--- config.mk ---
export PLATFORM = sky130hd
export DESIGN_NAME = fetch_prefetch_queue_flat
export DESIGN_NICKNAME = d
export VERILOG_FILES = /design/src/rtl/fetch_prefetch_queue_pkg.sv /design/src/rtl/fetch_prefetch_queue_if.sv /design/src/rtl/fetch_prefetch_queue_fifo.sv /design/src/rtl/fetch_prefetch_queue.sv /design/src/flat_wrapper.sv
export SDC_FILE = /design/constraint.sdc
export NUM_CORES = 1
export LEC_CHECK = 0
export ABC_AREA = 1
export CORE_AREA = 2 2 278 280
export DETAILED_ROUTE_END_ITERATION = 10
export DIE_AREA = 0 0 280 282
export MAX_ROUTING_LAYER = met4
export PLACE_DENSITY = 0.58
export RECOVER_POWER = 100
export SYNTH_ARGS = -nofsm -noshare
export SYNTH_HDL_FRONTEND = slang
export SYNTH_SLANG_ARGS = --single-unit
--- constraint.sdc ---
create_clock -name clk -period 6.3 [get_ports clk]
set_input_delay 0.945 -clock clk [delete_from_list [all_inputs] [get_ports clk]]
set_output_delay 0.945 -clock clk [all_outputs]
set_load 0.01 [all_outputs]
--- src/rtl/fetch_prefetch_queue_pkg.sv ---
// Shared fetch types and constants: the queued instruction entry (also consumed by decode),
// the ECALL encoding and the instruction size.
package fetch_pkg;

  localparam int ENTRY_XLEN = 64;
  localparam int ENTRY_ILEN = 32;
  localparam logic [31:0] ECALL_INST = 32'h0000_0073;
  localparam int INST_BYTES = 4;

  typedef struct packed {
    logic [ENTRY_XLEN-1:0] pc;
    logic [ENTRY_ILEN-1:0] inst;
    logic                  is_ecall;
  } fetch_entry_t;

  function automatic logic is_ecall_inst(input logic [ENTRY_ILEN-1:0] inst);
    return inst == ECALL_INST;
  endfunction

endpackage

--- src/rtl/fetch_prefetch_queue_if.sv ---
// Icache request/response and decode handshake bundle of the prefetch queue.
// The fetch unit uses master; the icache/decode environment uses slave.
interface fetch_prefetch_queue_if #(
  parameter int XLEN = 64,
  parameter int ILEN = 32
);
  logic            ic_req_valid;
  logic            ic_req_ready;
  logic [XLEN-1:0] ic_req_pc;
  logic            ic_resp_valid;
  logic [ILEN-1:0] ic_resp_inst;
  logic [XLEN-1:0] ic_resp_pc;
  logic            out_valid;
  logic            out_ready;
  logic [ILEN-1:0] out_inst;
  logic [XLEN-1:0] out_pc;
  logic            out_is_ecall;

  modport master (
    output ic_req_valid, ic_req_pc, out_valid, out_inst, out_pc, out_is_ecall,
    input  ic_req_ready, ic_resp_valid, ic_resp_inst, ic_resp_pc, out_ready
  );

  modport slave (
    input  ic_req_valid, ic_req_pc, out_valid, out_inst, out_pc, out_is_ecall,
    output ic_req_ready, ic_resp_valid, ic_resp_inst, ic_resp_pc, out_ready
  );
endinterface

--- src/rtl/fetch_prefetch_queue_fifo.sv ---
// Synchronous FIFO of fetch entries with flush. A push into a full FIFO is accepted
// only together with a pop in the same cycle.
module fetch_fifo
  import fetch_pkg::*;
#(
  parameter int DEPTH = 4,
  localparam int CW = $clog2(DEPTH + 1)
) (
  input  logic         clk,
  input  logic         reset,
  input  logic         push,
  input  fetch_entry_t push_data,
  input  logic         pop,
  input  logic         flush,
  output fetch_entry_t head,
  output logic [CW-1:0] count,
  output logic         empty
);

  localparam int AW = $clog2(DEPTH);

  fetch_entry_t   mem_r [DEPTH];
  logic [AW-1:0]  wr_ptr_r;
  logic [AW-1:0]  rd_ptr_r;
  logic [CW-1:0]  cnt_r;
  logic           do_push_s;
  logic           do_pop_s;

  assign empty     = (cnt_r == '0);
  assign do_pop_s  = pop & ~empty;
  assign do_push_s = push & ((cnt_r != CW'(DEPTH)) | do_pop_s);
  assign head      = mem_r[rd_ptr_r];
  assign count     = cnt_r;

  // Pointer and count bookkeeping; flush empties the queue in one cycle.
  always_ff @(posedge clk) begin
    if (reset || flush) begin
      wr_ptr_r <= '0;
      rd_ptr_r <= '0;
      cnt_r    <= '0;
    end else begin
      if (do_push_s) wr_ptr_r <= wr_ptr_r + AW'(1);
      if (do_pop_s)  rd_ptr_r <= rd_ptr_r + AW'(1);
      case ({do_push_s, do_pop_s})
        2'b10:   cnt_r <= cnt_r + CW'(1);
        2'b01:   cnt_r <= cnt_r - CW'(1);
        default: cnt_r <= cnt_r;
      endcase
    end
  end

  // Entry storage; contents beyond count are don't-care and masked at the output.
  always_ff @(posedge clk) begin
    if (do_push_s && !flush) mem_r[wr_ptr_r] <= push_data;
  end

endmodule

--- src/rtl/fetch_prefetch_queue.sv ---
// Prefetching fetch stage: issues in-order icache requests under a FIFO credit limit,
// drops stale responses after redirects or an ECALL, and feeds decode via valid/ready.
module fetch_prefetch_queue
  import fetch_pkg::*;
#(
  parameter int XLEN = 64,
  parameter int ILEN = 32,
  parameter int DEPTH = 4,
  parameter int MAX_OUTSTANDING = 2,
  parameter logic [XLEN-1:0] RESET_PC = '0,
  localparam int IW = $clog2(MAX_OUTSTANDING + 1),
  localparam int OW = $clog2(DEPTH + 1)
) (
  input  logic            clk,
  input  logic            reset,
  input  logic            fetch_enable,
  input  logic            redirect_valid,
  input  logic [XLEN-1:0] redirect_pc,
  fetch_prefetch_queue_if.master bus,
  output logic            ecall_halted,
  output logic [IW-1:0]   inflight,
  output logic [OW-1:0]   occupancy
);

  localparam int CW = $clog2(DEPTH + MAX_OUTSTANDING + 1) + 1;

  logic [XLEN-1:0] fetch_pc_r;
  logic [IW-1:0]   inflight_r;
  logic [IW-1:0]   drop_cnt_r;
  logic            halted_r;
  logic [CW-1:0]   credit_used_s;
  logic            req_valid_s;
  logic            req_fire_s;
  logic            resp_keep_s;
  logic            pop_s;
  logic [IW-1:0]   inflight_next_s;
  fetch_entry_t    push_entry_s;
  fetch_entry_t    head_s;
  logic            fifo_empty_s;

  // Queued entries plus responses still owed to the FIFO (in flight minus those to be dropped).
  assign credit_used_s = CW'(occupancy) + CW'(inflight_r) - CW'(drop_cnt_r);
  assign req_valid_s   = fetch_enable & ~halted_r & ~redirect_valid
                       & (inflight_r < IW'(MAX_OUTSTANDING))
                       & (credit_used_s < CW'(DEPTH));
  assign req_fire_s    = req_valid_s & bus.ic_req_ready;
  assign resp_keep_s   = bus.ic_resp_valid & ~redirect_valid & (drop_cnt_r == '0);
  assign pop_s         = ~fifo_empty_s & bus.out_ready;
  assign inflight_next_s = inflight_r + IW'(req_fire_s) - IW'(bus.ic_resp_valid);

  // Pack the incoming response and classify it once at push time.
  always_comb begin
    push_entry_s          = '0;
    push_entry_s.pc       = ENTRY_XLEN'(bus.ic_resp_pc);
    push_entry_s.inst     = ENTRY_ILEN'(bus.ic_resp_inst);
    push_entry_s.is_ecall = is_ecall_inst(push_entry_s.inst);
  end

  fetch_fifo #(.DEPTH(DEPTH)) u_fifo (
    .clk       (clk),
    .reset     (reset),
    .push      (resp_keep_s),
    .push_data (push_entry_s),
    .pop       (pop_s),
    .flush     (redirect_valid),
    .head      (head_s),
    .count     (occupancy),
    .empty     (fifo_empty_s)
  );

  // PC, outstanding-request, drop and halt state; redirect overrides everything but reset.
  always_ff @(posedge clk) begin
    if (reset) begin
      fetch_pc_r <= RESET_PC;
      inflight_r <= '0;
      drop_cnt_r <= '0;
      halted_r   <= 1'b0;
    end else begin
      inflight_r <= inflight_next_s;
      if (redirect_valid) begin
        fetch_pc_r <= redirect_pc;
        halted_r   <= 1'b0;
        drop_cnt_r <= inflight_next_s;
      end else begin
        if (req_fire_s) fetch_pc_r <= fetch_pc_r + XLEN'(INST_BYTES);
        if (resp_keep_s && push_entry_s.is_ecall) begin
          halted_r   <= 1'b1;
          drop_cnt_r <= inflight_next_s;
        end else if (bus.ic_resp_valid && (drop_cnt_r != '0)) begin
          drop_cnt_r <= drop_cnt_r - IW'(1);
        end else begin
          drop_cnt_r <= drop_cnt_r;
        end
      end
    end
  end

  assign bus.ic_req_valid = req_valid_s;
  assign bus.ic_req_pc    = fetch_pc_r;
  assign bus.out_valid    = ~fifo_empty_s;
  assign bus.out_inst     = fifo_empty_s ? '0 : ILEN'(head_s.inst);
  assign bus.out_pc       = fifo_empty_s ? '0 : XLEN'(head_s.pc);
  assign bus.out_is_ecall = ~fifo_empty_s & head_s.is_ecall;
  assign ecall_halted     = halted_r;
  assign inflight         = inflight_r;

endmodule

--- src/flat_wrapper.sv ---
// flat-port wrapper written by rule: the top's interface ports become plain ports
module fetch_prefetch_queue_flat import fetch_pkg::*;
#(
  parameter int XLEN = 64,
  parameter int ILEN = 32,
  parameter int DEPTH = 4,
  parameter int MAX_OUTSTANDING = 2,
  parameter logic [XLEN-1:0] RESET_PC = '0,
  localparam int IW = $clog2(MAX_OUTSTANDING + 1),
  localparam int OW = $clog2(DEPTH + 1)
)
  (clk, reset, fetch_enable, redirect_valid, redirect_pc, ecall_halted, inflight, occupancy, bus_ic_req_valid, bus_ic_req_pc, bus_out_valid, bus_out_inst, bus_out_pc, bus_out_is_ecall, bus_ic_req_ready, bus_ic_resp_valid, bus_ic_resp_inst, bus_ic_resp_pc, bus_out_ready);
  fetch_prefetch_queue_if #(.XLEN(XLEN), .ILEN(ILEN)) bus_i ();
  input  logic clk;
  input  logic reset;
  input  logic fetch_enable;
  input  logic redirect_valid;
  input  logic [XLEN-1:0] redirect_pc;
  output logic ecall_halted;
  output logic [IW-1:0] inflight;
  output logic [OW-1:0] occupancy;
  output wire logic [$bits(bus_i.ic_req_valid)-1:0] bus_ic_req_valid;
  output wire logic [$bits(bus_i.ic_req_pc)-1:0] bus_ic_req_pc;
  output wire logic [$bits(bus_i.out_valid)-1:0] bus_out_valid;
  output wire logic [$bits(bus_i.out_inst)-1:0] bus_out_inst;
  output wire logic [$bits(bus_i.out_pc)-1:0] bus_out_pc;
  output wire logic [$bits(bus_i.out_is_ecall)-1:0] bus_out_is_ecall;
  input wire logic [$bits(bus_i.ic_req_ready)-1:0] bus_ic_req_ready;
  input wire logic [$bits(bus_i.ic_resp_valid)-1:0] bus_ic_resp_valid;
  input wire logic [$bits(bus_i.ic_resp_inst)-1:0] bus_ic_resp_inst;
  input wire logic [$bits(bus_i.ic_resp_pc)-1:0] bus_ic_resp_pc;
  input wire logic [$bits(bus_i.out_ready)-1:0] bus_out_ready;
  assign bus_ic_req_valid = bus_i.ic_req_valid;
  assign bus_ic_req_pc = bus_i.ic_req_pc;
  assign bus_out_valid = bus_i.out_valid;
  assign bus_out_inst = bus_i.out_inst;
  assign bus_out_pc = bus_i.out_pc;
  assign bus_out_is_ecall = bus_i.out_is_ecall;
  assign bus_i.ic_req_ready = bus_ic_req_ready;
  assign bus_i.ic_resp_valid = bus_ic_resp_valid;
  assign bus_i.ic_resp_inst = bus_ic_resp_inst;
  assign bus_i.ic_resp_pc = bus_ic_resp_pc;
  assign bus_i.out_ready = bus_out_ready;
  fetch_prefetch_queue #(.XLEN(XLEN), .ILEN(ILEN), .DEPTH(DEPTH), .MAX_OUTSTANDING(MAX_OUTSTANDING), .RESET_PC(RESET_PC)) u_core (.clk(clk), .reset(reset), .fetch_enable(fetch_enable), .redirect_valid(redirect_valid), .redirect_pc(redirect_pc), .bus(bus_i), .ecall_halted(ecall_halted), .inflight(inflight), .occupancy(occupancy));
endmodule
# == Word-level counts from Yosys, hierarchy flattened ==
# Memories as Yosys holds them, arrays and structs flattened. A register that Yosys moved wholly into a read port is not among the register bits.
# Index checks and enable logic that the tools add are counted.
# word_totals
n_memories,1
mem_bits_rw,388
ff_bits,76
mem_bits_ro,0
latch_bits,0
elab_cells,63
# memory_table
memory,depth,word_bits,read_ports,rd_clocked_by_memory_dff,write_ports,line_no,text
u_core.u_fifo.mem_r,4,97,1,1,1,fetch_prefetch_queue_fifo.sv:22,fetch_entry_t mem_r [DEPTH];
# op_classes
reduce_logical,12
div,0
mux,12
bitwise_logic,15
eq_ne,4
mul,0
n_shift,0
n_addsub,10
order_cmp,2
# ops
operator,n
$mux 64,3
$add 64x3->64 const B,1
$eq 32x7->1 const B,1
$mux 32,1
$and 1x1->1,11
$mux 2,5
$pmux 3 s2,1
$reduce_bool 2->1,3
$add 2x1->2 const B,2
$add 3x2->4,1
$lt 4x3->1 const B,1
$sub 4x2->4,1
$add 3x1->3 const B,1
$logic_and 1x1->1,3
$logic_not 3->1,1
$ne 3x3->1 const B,1
$not 1->1,3
$reduce_bool 3->1,1
$sub 3x1->3 const B,1
$add 2x1->2,1
$eq 2x1->1 const B,1
$eq 2x2->1 const B,1
$logic_not 2->1,1
$lt 2x2->1 const B,1
other kinds (7),8

# == Depth between registers and ports, before layout ==
# Gate-level depths: netlist (run 1).
# depth
ltp_word,10
ltp_mapped,18
ltp_nobuf,17

# == Hierarchy ==
# A second synthesis (run 1) with hierarchy kept.
# hier_totals
hier_cells,2238
area_unflattened_um2,21341.7
# modules_own_cells
mod,seq_area_each_um2,cells_per_inst,area_per_inst_um2,n_inst
fetch_fifo,11831.3,1004,14823.0,1
fetch_prefetch_queue,1381.3,1234,6518.8,1

# == Least setup slack after synthesis (run 1) ==
# OpenSTA, ideal clock, no wires.
# synth_timing
path_kind,input to register
startpoint,input port redirect_valid
endpoint,"memory u_core.u_fifo.mem_r[0][0] (netlist bit), enable pin"
t_required_ps,5746
path_stages,6
setup_slack_ps,143
arrival_ps,5603
path_cell_list,buf_2 > inv_2 > nand3_1 > inv_1 > nand2_1 > nor2_1
# synth_between
elab_chain_len,7
# synth_lines
item,line_no,text
from (decl),flat_wrapper.sv:17,input logic redirect_valid;
$not 1->1,fetch_prefetch_queue.sv:47,assign resp_keep_s = bus.ic_resp_valid & ~redirect_valid & (drop_cnt_r == '0);
$and 1x1->1 (2 in a row),fetch_prefetch_queue.sv:47,
$and 1x1->1,fetch_prefetch_queue_fifo.sv:31,assign do_push_s = push & ((cnt_r != CW'(DEPTH)) | do_pop_s);
$logic_and 1x1->1 (*),fetch_prefetch_queue_fifo.sv:54,if (do_push_s && !flush) mem_r[wr_ptr_r] <= push_data;
$mux 1 (*),fetch_prefetch_queue_fifo.sv:54,
$mux 1 (not written as such) (*),fetch_prefetch_queue_fifo.sv:54,
to (decl),fetch_prefetch_queue_fifo.sv:22,
# Every way passes the cells marked *; elsewhere a longest branch is shown, timed or not.

==> run summary, run 1 <==
The first global-routing pass estimated 96.68 mm of wire. After technology mapping, the gate count stands at 2,218. The run gives 14 as the number of antenna violations at the first check in global routing. The routed length on met1 came out at 28.11 mm. Along the worst path, the maximum fanout reaches 86. The worst-margin pin slew was 2966 ps. The critical path goes through clkinv_2, clkbuf_2, nor2_1, o21ai_0, a21oi_1, clkdlybuf4s50_1. The worst max-slew margin expressed relative to the limit was -0.9848; the total of cells resized after clock tree synthesis was 0. The number of nets in the layout was 2,703.

STA classifies the critical path endpoint as a primary output. At the end of routability-driven placement, the weighted congestion stood at 0.9323. Counting distinct cell types in the post-synthesis netlist gives 37. Global-route total usage across every layer: 0.1651. The overall via count from detail_route was 16,550; the final worst slack was 1108 ps.

Row generation in the floorplan step produced 101 rows. After detailed routing, the number of vias per cell comes to 4.654. The final reports fail on capacitance limit, slew limit.

The total length of routed met2 wires was 30.41 mm; the maximum level of the CTS H-tree was 2. The largest single stage delay on the critical path is 1210 ps. From synthesis to final layout, the design area changed by 29.02%. The tools report the leakage dissipation as 9.806 nW.

The leftover overflow at the end of global routing was 0. The number of port buffers was 335; the number of setup buffers added after CTS was 0. The synthesized area per cell is 9.481 um2, and the flip-flop and latch count after synthesis is 466. The quantity of hold-fixing buffers added after cts was 0; the final setup violation count was 0. Final HPWL from detailed placement: 42.88 mm.

The max-slew violation count is 434. The number of buffers on the longest clock path was 3. The clock network latency to the later pin of the worst-skew pair was 600 ps; the number of clock buffers inserted by TritonCTS was 53. IR analysis of the VDD net gives a maximum drop of 0.0001982 V. The die is 280 um wide. The average wire length per cell after detail routing is 18.31 um, and the number of global-route vias before repair is 15,740. The master of the slowest instance on the critical path is clkbuf_2. The number of hold violations in the final report came out at 0. The routed design could run at a clock period as short as 5192 ps.

The floorplan step defined a die boundary enclosing 0.07896 mm2. The core outline area came out at 0.07570 mm2. OpenSTA, run right after detailed placement, puts the worst setup slack at 2205 ps. The cell area that synthesis handed to floorplanning was 0.02103 mm2.

For the highest attainable clock frequency, the log shows 192.6 MHz. The total routed wirelength is 65.12 mm. The kind of start point of the critical path is a flip-flop. The clock-pin slew of the registers on the worst-case setup and hold paths came out at 60 ps. Uppermost signal routing layer after detailed routing: met4. The share of the clock period used by the worst path works out to 0.8241.

The path category of the worst min-delay check was flip-flop to flip-flop. The total number of clock tree sinks is 466. Source of the worst hold timing path: u_core.u_fifo.rd_ptr_r[1]. The total number of yosys warnings was 0. The met3 wire length is 5.121 mm. The critical path arrival came out at 4250 ps. The total power density per cell area is 272.9 mW/mm2, and the pin count of the biggest net entering global routing is 97. 336 I/O pins were placed. Effective utilization at floorplan: 0.2778.

In this run the remaining antenna-violating nets after routing total 0. The layout has 7,545 filler cells. Overall power consumption after layout is estimated at 0.007403 W. After routing, the total negative slack on setup checks comes to 0 ps.

The run finished, with violations left. The fraction of the yosys area taken by sequential cells was 0.6283. The detailed-router iteration count before antenna repair is 5, and the fraction of final layout cells with drive strength greater than 1 is 0.05843. The floorplan step set the die height to 282 um. Max-cap violations in this run came to 12. TritonCTS built the clock tree.

The worst path required time came out at 5350 ps. The detailed router finished its first iteration with 1,179 violations. Worst clock skew on the final layout: 22.51 ps. Setup repair after global routing left no endpoint under its margin. Origin of the critical flop-to-flop path: u_core.u_fifo.count[1].

The root buffer cell chosen for the clock tree is clkbuf_16. In the routed design, unresolved DRC markers number 0. The critical path class is flip-flop to primary output.

The number of nets in the synthesized netlist is 2,398.
-- state kept, by name, summed over array words and instances, names as in the netlist, named ones only --
| name | flops |
|---|---|
| u_core.u_fifo.mem_r | 388 |
| u_core.u_fifo.rd_ptr_r | 2 |
| u_core.inflight | 2 |
| u_core.drop_cnt_r | 2 |
| u_core.u_fifo.count | 3 |
| u_core.u_fifo.wr_ptr_r | 2 |
| u_core.bus.ic_req_pc | 64 |
| u_core.ecall_halted | 1 |
-- cell usage in the layout (no fill, tap or decap), types with 53 or more instances in the layout --
cell type	n
nor2_1	523
edfxtp_1	388
nand2_1	376
dlygate4sd3_1	256
o21ai_0	228
a21oi_1	152
nand3_1	122
inv_1	106
clkdlybuf4s50_1	78
dfxtp_1	76
clkbuf_16	53
-- cells in the mapped netlist (all sizes together) --
master | count | area share
ha | 11 | 0.0065
o21ai | 240 | 0.057
or2 | 2 | 0.00059
a21o | 1 | 0.00036
nand2 | 389 | 0.071
nor2 | 550 | 0.10
a21oi | 152 | 0.036
inv | 112 | 0.020
edfxtp | 388 | 0.55
nand3b | 1 | 0.00036
nand3 | 124 | 0.030
buf | 51 | 0.012
xnor2 | 5 | 0.0021
dfxtp | 78 | 0.074
xor2 | 7 | 0.0029
nor3b | 2 | 0.00071
clkinv | 1 | 0.00018
o21bai | 4 | 0.0018
nand4 | 22 | 0.0068
fa | 2 | 0.0019
nor3 | 1 | 0.00024
nor4 | 7 | 0.0021
a21boi | 10 | 0.0036
clkbuf | 58 | 0.010
-- through the flow --
step	utilization	cell area (um2)	hold WS, ps	cells
3_5_place_dp	0.3355	25400	447.2	3446
4_1_cts	0.3590	27180	459.3	3545
6_report	0.3584	27130	455.6	3557
3_3_place_gp	0.3355	25400	441.5	3446
2_1_floorplan	-	21030	433.4	2218
5_1_grt	0.3583	27120	502.6	3553
-- layer usage --
metal | global-route usage | vias to the layer above
met4 | 0.04237 | 0
met5 | - | -
met3 | 0.04458 | 78
met2 | 0.2640 | 548
li1 | - | 8150
met1 | 0.2069 | 7778
-- final timing paths --
path         depth (start not counted)                        to  slack, ps
min                                  2                 flip-flop        460
max                                  6           bus_out_inst[8]       1110
min reg2reg                          2                 flip-flop        460
max reg2reg                         16  u_core.bus.ic_req_pc[35]       1630
-- layout make-up --
cell class | instances | area, um2 | share of cell area
Inverter | 113 | 427.9 | 0.01577
Antenna cell | 12 | 30.03 | 0.001107
Timing Repair Buffer | 359 | 3523 | 0.1299
Sequential cell | 466 | 13220 | 0.4873
Clock inverter | 38 | 424.2 | 0.01563
Multi-Input combinational cell | 1530 | 6925 | 0.2553
Clock buffer | 61 | 1356 | 0.04999
Tap cell | 978 | 1224 | 0.04510
-- power by group --
group / switching (W) / internal [W] / leakage [nW]
clock: 0.00130 / 0.00185 / 0.864
sequential: 0.0000685 / 0.00343 / 4.14
combinational: 0.000444 / 0.000311 / 4.80
-- critical path, delay by kind of cell (launching register included) --
family	cells	cell delay, ps
AOI/OAI and AO/OA	2	450
buffers and inverters	3	2130
DFF	1	580
and+or+nand+nor	1	360
-- kinds of logic (layout without fill, tap and decap cells) --
logic type                 count (synthesis)  count (layout)  share of synthesized area
DFF                                      466             466                     0.6283
and+or+nand+nor                         1098            1098                     0.2169
xor gates and xnor gates                  12              12                   0.004998
other                                      0              12                          0
adders and majority gates                 13              13                   0.008449
AOI/OAI and AO/OA                        407             407                    0.09901
buffers and inverters                    222             571                    0.04236
No activity file was read; power rests on OpenSTA's default activity.
==> run 2, diff against run 1 <==
- PLACE_DENSITY: 0.58 -> 0.57
- clock period: 6.3 -> 5 ns (I/O delays scaled with it)
==> run 2 against run 1 <==
The run still ends with capacitance limit, slew limit left. Wire length grew 0.77%. Global-route usage grew 0.24 points. Non-clock buffer count grew 2. Critical endpoint is now u_core.u_fifo.mem_r[1][50]. Largest cell class unchanged.
==> run summary, run 2 (synthesis gave the netlist of run 1 again) <==
The run finished, with violations left. The checks that failed: capacitance limit, slew limit. The clock arrives with 20.16 ps of skew. The maximum net fanout on the critical path was 21.

In this run the critical register-to-register path is launched from u_core.drop_cnt_r[0]. Setup slack closes at 717.4 ps. Gates resized during post-CTS repair numbered 0. Counting cells, the worst reg-to-reg path comes to 7. Ranked by flip-flop count, first place goes to u_core.u_fifo.mem_r.

The fraction of power spent switching nets is 0.2435. The core region is 0.07570 mm2. The total number of clock tree sinks was 466; the detailed-router iteration count before antenna repair was 5.

Static timing analysis puts the maximum clock frequency at 233.5 MHz. In the routed design, unresolved DRC markers number 0. The worst max-slew margin expressed relative to the limit was -0.4632.

Setup repair after global routing left no endpoint under its margin. For the combinational share of power, the log shows 0.103. The worst setup path is of the input port to flip-flop kind.

In this run the deepest clock path goes through 3 buffers. In this run the remaining antenna-violating nets after routing total 0. Routability-driven placement finished with a final weighted congestion of 0.9382. The final layout contains 2,705 nets.

After global routing the overflow that remains totals 0. At the pin with the least slew margin, the transition time is 2195 ps. Summed over all cells, the static leakage comes to 9.782 nW.

The number of clock buffers added by TritonCTS is 53. Max-slew violation count: 262. Once placement completed, the tool counted placed cells totaling 3,448. The library cells used most frequently in the layout, excluding fill and tap cells, are nor2_1, edfxtp_1, nand2_1, dlygate4sd3_1, o21ai_0.

Prior to clock tree synthesis, the placed netlist has a worst setup slack of 1571 ps. In this run the tool buffered the top-level ports with 335 buffer cells. The die covers 0.07896 mm2. Row count: 101. The maximum level of the CTS H-tree is 2.

After clock tree synthesis, the clock-pin slew on the worst setup and hold paths is 50 ps. The startpoint identified for the worst hold timing path is u_core.u_fifo.rd_ptr_r[1]. The kind of start point of the critical path was an input port. The I/O pin count is 336, and the area growth from synthesis to final layout is 28.84%. The number of antenna violations at the first check in global routing was 16.

For the global-route total usage across every layer, the log shows 0.1675. The worst register-to-register path ends at u_core.u_fifo.mem_r[1][50]. The worst-case IR drop observed on VDD is 0.0002263 V.

For the final instance count without filler cells, the log shows 3,559. The worst setup path is captured at a flip-flop. Dividing the detail-routed via count by the number of cells gives 4.635. Data on the critical path arrives at its endpoint at 4470 ps.

Dividing the detail-routed wire length by the instance count gives 18.44 um. The internal power summed over all cells is 0.007014 W. The number of setup buffers added after CTS is 0.

The quantity of hold-fixing buffers added after cts is 0. The cell sitting at the root of the clock tree is a clkbuf_16. After detailed routing, the total wire length is 65.62 mm. The first global-routing pass estimated 97.96 mm of wire.

The clock network fraction of design power is 0.422, and the register-to-register path setup slack is 870 ps. The number of global-route vias before repair was 16,140. Measured along the x axis, the die boundary spans 280 um. The tools report the final-layout worst hold slack as 453.3 ps. At the later pin of the worst-skew pair, clock insertion delay measures 600 ps.

Setup violations remaining at the end of the flow were counted as 0. The tools report the total negative setup slack as 0 ps. The fraction of final layout cells with drive strength greater than 1 is 0.05882. Leaving out fill and tap cells, the most frequent cell in the layout is nor2_1. The worst hold path passes through 2 cells.

Sequential share of power: 0.476. Subtracting the final worst setup slack from the clock period gives 4283 ps. The run gives 0 as the number of hold violations in the final report. For this design the ratio of total power to cell area is 342.2 mW/mm2. The detailed router finished its first iteration with 962 violations.

Entering global routing, the biggest net connects 87 pins. The share of the clock period used by the worst path came out at 0.8565. The worst path required time is 5190 ps. The number of fill cells in the layout was 7,605; the die extent in y was 282 um. The overall via count from detail_route is 16,500, and the number of flip-flops in the largest register is 388. For the count of maximum capacitance violations, the log shows 7.

Summed over all nets, the switching power comes to 0.002258 W. After legalization and detailed placement, the total HPWL measured 43.37 mm. TritonCTS built the clock tree. The tools report the effective utilization at floorplan as 0.2778.

The path category of the worst min-delay check is flip-flop to flip-flop.
[run 2: power groups by stage]
stage | registers (W) | clock network [W] | logic [W]
final | 0.00441 | 0.00391 | 0.000951
after CTS | 0.00441 | 0.00402 | 0.00103
after floorplan | 0.00449 | 0 | 0.000458
after detailed placement | 0.00449 | 0 | 0.00102
after global placement | 0.00449 | 0 | 0.00102
after global routing | 0.00442 | 0.00417 | 0.00106
[run 2: how the worst max path moves through the flow]
| stage | start | end | slack (ps) | depth (start not counted) |
|---|---|---|---|---|
| final | bus_ic_resp_valid | u_core.u_fifo.mem_r[1][50] | 720 | 6 |
| after global routing | flip-flop | bus_out_inst[13] | 400 | 5 |
| after CTS | u_core.u_fifo.count[1] | bus_ic_req_valid | 950 | 10 |
| after detailed placement | u_core.u_fifo.count[1] | u_core.bus.ic_req_pc[35] | 1570 | 16 |
| after floorplan | redirect_valid | u_core.u_fifo.mem_r[0][0] | -960 | 6 |
| after global placement | u_core.u_fifo.count[1] | u_core.bus.ic_req_pc[35] | 1560 | 16 |
[run 2: per-layer routing]
layer / global-route usage / routed length [um] / up-vias
met3: 0.04127 / 4905 / 110
li1: - / - / 8154
met2: 0.2663 / 30620 / 526
met1: 0.2080 / 27910 / 7707
met4: 0.05745 / 2185 / 0
met5: - / 0 / -
[run 2: through the flow]
stage                     area, um2  utilization  total power (W)
after floorplan               21030            -         0.004945
after global placement        25440       0.3360         0.005507
after detailed placement      25440       0.3360         0.005512
after CTS                     27190       0.3592         0.009460
after global routing          27080       0.3577         0.009648
final                         27090       0.3579         0.009272
[run 2: area by class of cell]
| type | instances | area [um2] | share of cell area |
|---|---|---|---|
| Antenna cell | 14 | 35.03 | 0.001293 |
| Clock inverter | 29 | 349.1 | 0.01288 |
| Sequential cell | 466 | 13220 | 0.4879 |
| Clock buffer | 68 | 1403 | 0.05177 |
| Multi-Input combinational cell | 1530 | 6910 | 0.2551 |
| Tap cell | 978 | 1224 | 0.04516 |
| Inverter | 113 | 429.2 | 0.01584 |
| Timing Repair Buffer | 361 | 3523 | 0.1300 |
[run 2: critical path, cell delays in order]
cell and delay, ps:
dlygate4sd3_1 580, nand3_1 140, inv_1 100, nand2_1 170
nor2_1 1490, clkbuf_1 1210
==> run 3, diff against run 2 <==
- CELL_PAD_IN_SITES_DETAIL_PLACEMENT: not set -> 1
- CELL_PAD_IN_SITES_GLOBAL_PLACEMENT: not set -> 1
- PLACE_DENSITY: 0.57 -> not set
- PLACE_DENSITY_LB_ADDON: not set -> 0.05
==> run 3 against run 2 <==
The run still ends with capacitance limit, slew limit left. Critical endpoint is now bus_out_pc[33]. Non-clock buffer count grew 1. Critical path depth is the same. Sequential power is essentially flat. Critical path type is now flip-flop to primary output.
==> run summary, run 3 (synthesis gave the netlist of run 1 again) <==
Once the clock tree was built, the resizer swapped 0 gates to a different size. The total overflow left after global routing is 0. The count of maximum capacitance violations was 9; the worst-margin pin slew was 2752 ps. Core outline area: 0.07570 mm2. In this run the tool buffered the top-level ports with 335 buffer cells. Maximum net fanout on the critical path: 25. The buffer type at the clock tree root was clkbuf_16. For the number of remaining DRC errors, the log shows 0.

TritonCTS built the clock tree. The run gives 0.3576 as the fraction of the core area covered by cells at the end of the flow. The tools report the clock network latency to the later pin of the worst-skew pair as 620 ps.

The tools report the number of antenna violations at the first check in global routing as 20. Setup violations remaining at the end of the flow were counted as 0. The register with the most flip-flops in the layout has 388 of them. The first routing iteration left 901 violations. For the max-slew violation count, the log shows 331. The leakage dissipation came out at 9.820 nW. Pin placement for this block handled 336 I/O pins.

The run finished, with violations left. For the global-route total usage across every layer, the log shows 0.1918. Maximum level of the CTS H-tree: 2. The checks that failed: capacitance limit, slew limit.

The area growth from synthesis to final layout came out at 28.74%. Static timing analysis puts the maximum clock frequency at 234.2 MHz. Entering global routing, the biggest net connects 115 pins. For the row count, the log shows 101. The wire-length estimate of the detail-placed layout is 49.64 mm. The number of hold violations in the final report came out at 0.

Setup repair after global routing left no endpoint under its margin. The kind of start point of the critical path was a flip-flop. The routed design has 74.66 mm of wire. Setup total negative slack on the finished layout was measured at 0 ps. Data arrives at the worst endpoint at 3520 ps. The number of buffers on the longest clock path is 3, and the fraction of final layout cells with drive strength greater than 1 is 0.05752. IR analysis of the VDD net gives a maximum drop of 0.0002413 V. The number of global-route vias before repair was 17,750; the worst clock skew on the final layout was 24.89 ps. More flip-flops sit in one register than any other, and that register is u_core.u_fifo.mem_r. The final critical delay including setup and external delays was 4270 ps; the number of setup buffers added after CTS was 0. For the quantity of hold-fixing buffers added after cts, the log shows 0. The floorplan step set the die width to 280 um. Counting the fill cells in the layout gives 8,556. The tools report the effective utilization at floorplan as 0.2778. Total power for the finished layout comes to 0.009285 W. The clock-pin slew of the registers on the worst-case setup and hold paths works out to 60 ps. Clock tree synthesis inserted a total of 54 buffers. The library cell used most frequently in the layout, excluding fill and tap cells, is nor2_1. In the layout the commonest cells are nor2_1, edfxtp_1, nand2_1, dlygate4sd3_1, o21ai_0.

The first global-routing pass estimated 111.4 mm of wire. The path category of the worst min-delay check is flip-flop to flip-flop. The die extent in y is 282 um, and the share of the clock period used by the worst path is 0.8540. The run gives 0.8495 as the final estimated routing congestion in global placement. In this run the remaining antenna-violating nets after routing total 0.

The run gives 466 as the total number of clock tree sinks. The total power density per cell area is 343.0 mW/mm2. Overall via count from detail_route: 16,870. The worst max-slew margin expressed relative to the limit is -0.8350.

The worst setup path is captured at a primary output. For this run, the detailed router's first-pass iteration total came to 4. Excluding fillers, the count of instances in the completed layout stands at 3,563.

The total placed cells including tap cells was 3,449; the number of vias per cell was 4.735. The number of nets in the layout is 2,707. The worst path required time was 4250 ps.

Critical path class: flip-flop to primary output. The die covers 0.07896 mm2. Average wire length per cell after detail routing: 20.95 um.
run 3: changes by cell type in the layout (fill, tap and decap cells not counted), moves of 4 or more:
cell,before,now
clkbuf_1,19,23
clkdlybuf4s50_1,85,74
clkinv_1,8,13
dlygate4sd3_1,249,260
run 3: layout make-up:
type / count / area [um2] / area share
sequential: 466 / 13220 / 0.4883
multi-input combinational: 1530 / 6913 / 0.2553
timing repair buffer: 362 / 3526 / 0.1302
clock buffer: 71 / 1415 / 0.05227
tap: 978 / 1224 / 0.04520
inverter: 113 / 429.2 / 0.01585
clock inverter: 31 / 315.3 / 0.01165
antenna: 12 / 30.03 / 0.001109
run 3: critical path: stages (launching register included):
cell           delay (ps)
dfxtp_1               550
inv_1                 170
nand2_1               160
clkinv_2              420
clkbuf_2              580
a21oi_1               380
dlygate4sd3_1         650
run 3: where the power goes:
group          switching, W  leakage [nW]  internal [W]
clock               0.00164         0.841       0.00226
combinational      0.000575          4.84      0.000389
sequential        0.0000918          4.14       0.00433
total               0.00231          9.82       0.00697
run 3: path summary, 6_finish.rpt:
kind | slack, ps | to | cells past startpoint | startpoint
max | 730 | bus_out_pc[33] | 6 | u_core.u_fifo.count[2]
max reg2reg | 870 | u_core.bus.ic_req_pc[12] | 14 | u_core.u_fifo.count[1]
min reg2reg | 460 | flip-flop | 2 | u_core.u_fifo.rd_ptr_r[1]
min | 460 | flip-flop | 2 | u_core.u_fifo.rd_ptr_r[1]
run 3: stage by stage:
step	instance area, um2	setup slack [ps]	hold slack, ps
floorplan	21030	-962.5	433.4
global placement	25440	1275	438.5
detailed placement	25440	1294	454.6
CTS	27170	617.7	467.4
global route	27070	367.7	509.4
finish	27070	729.8	461.2
run 3: metal layers:
metal  vias to the layer above  GRT usage  routed length, um
met5                         -          -                  0
met4                         0    0.04305               1425
met3                        98    0.03745               3463
met2                       316     0.3351              37940
met1                      8303     0.2281              31840
li1                       8155          -                  -
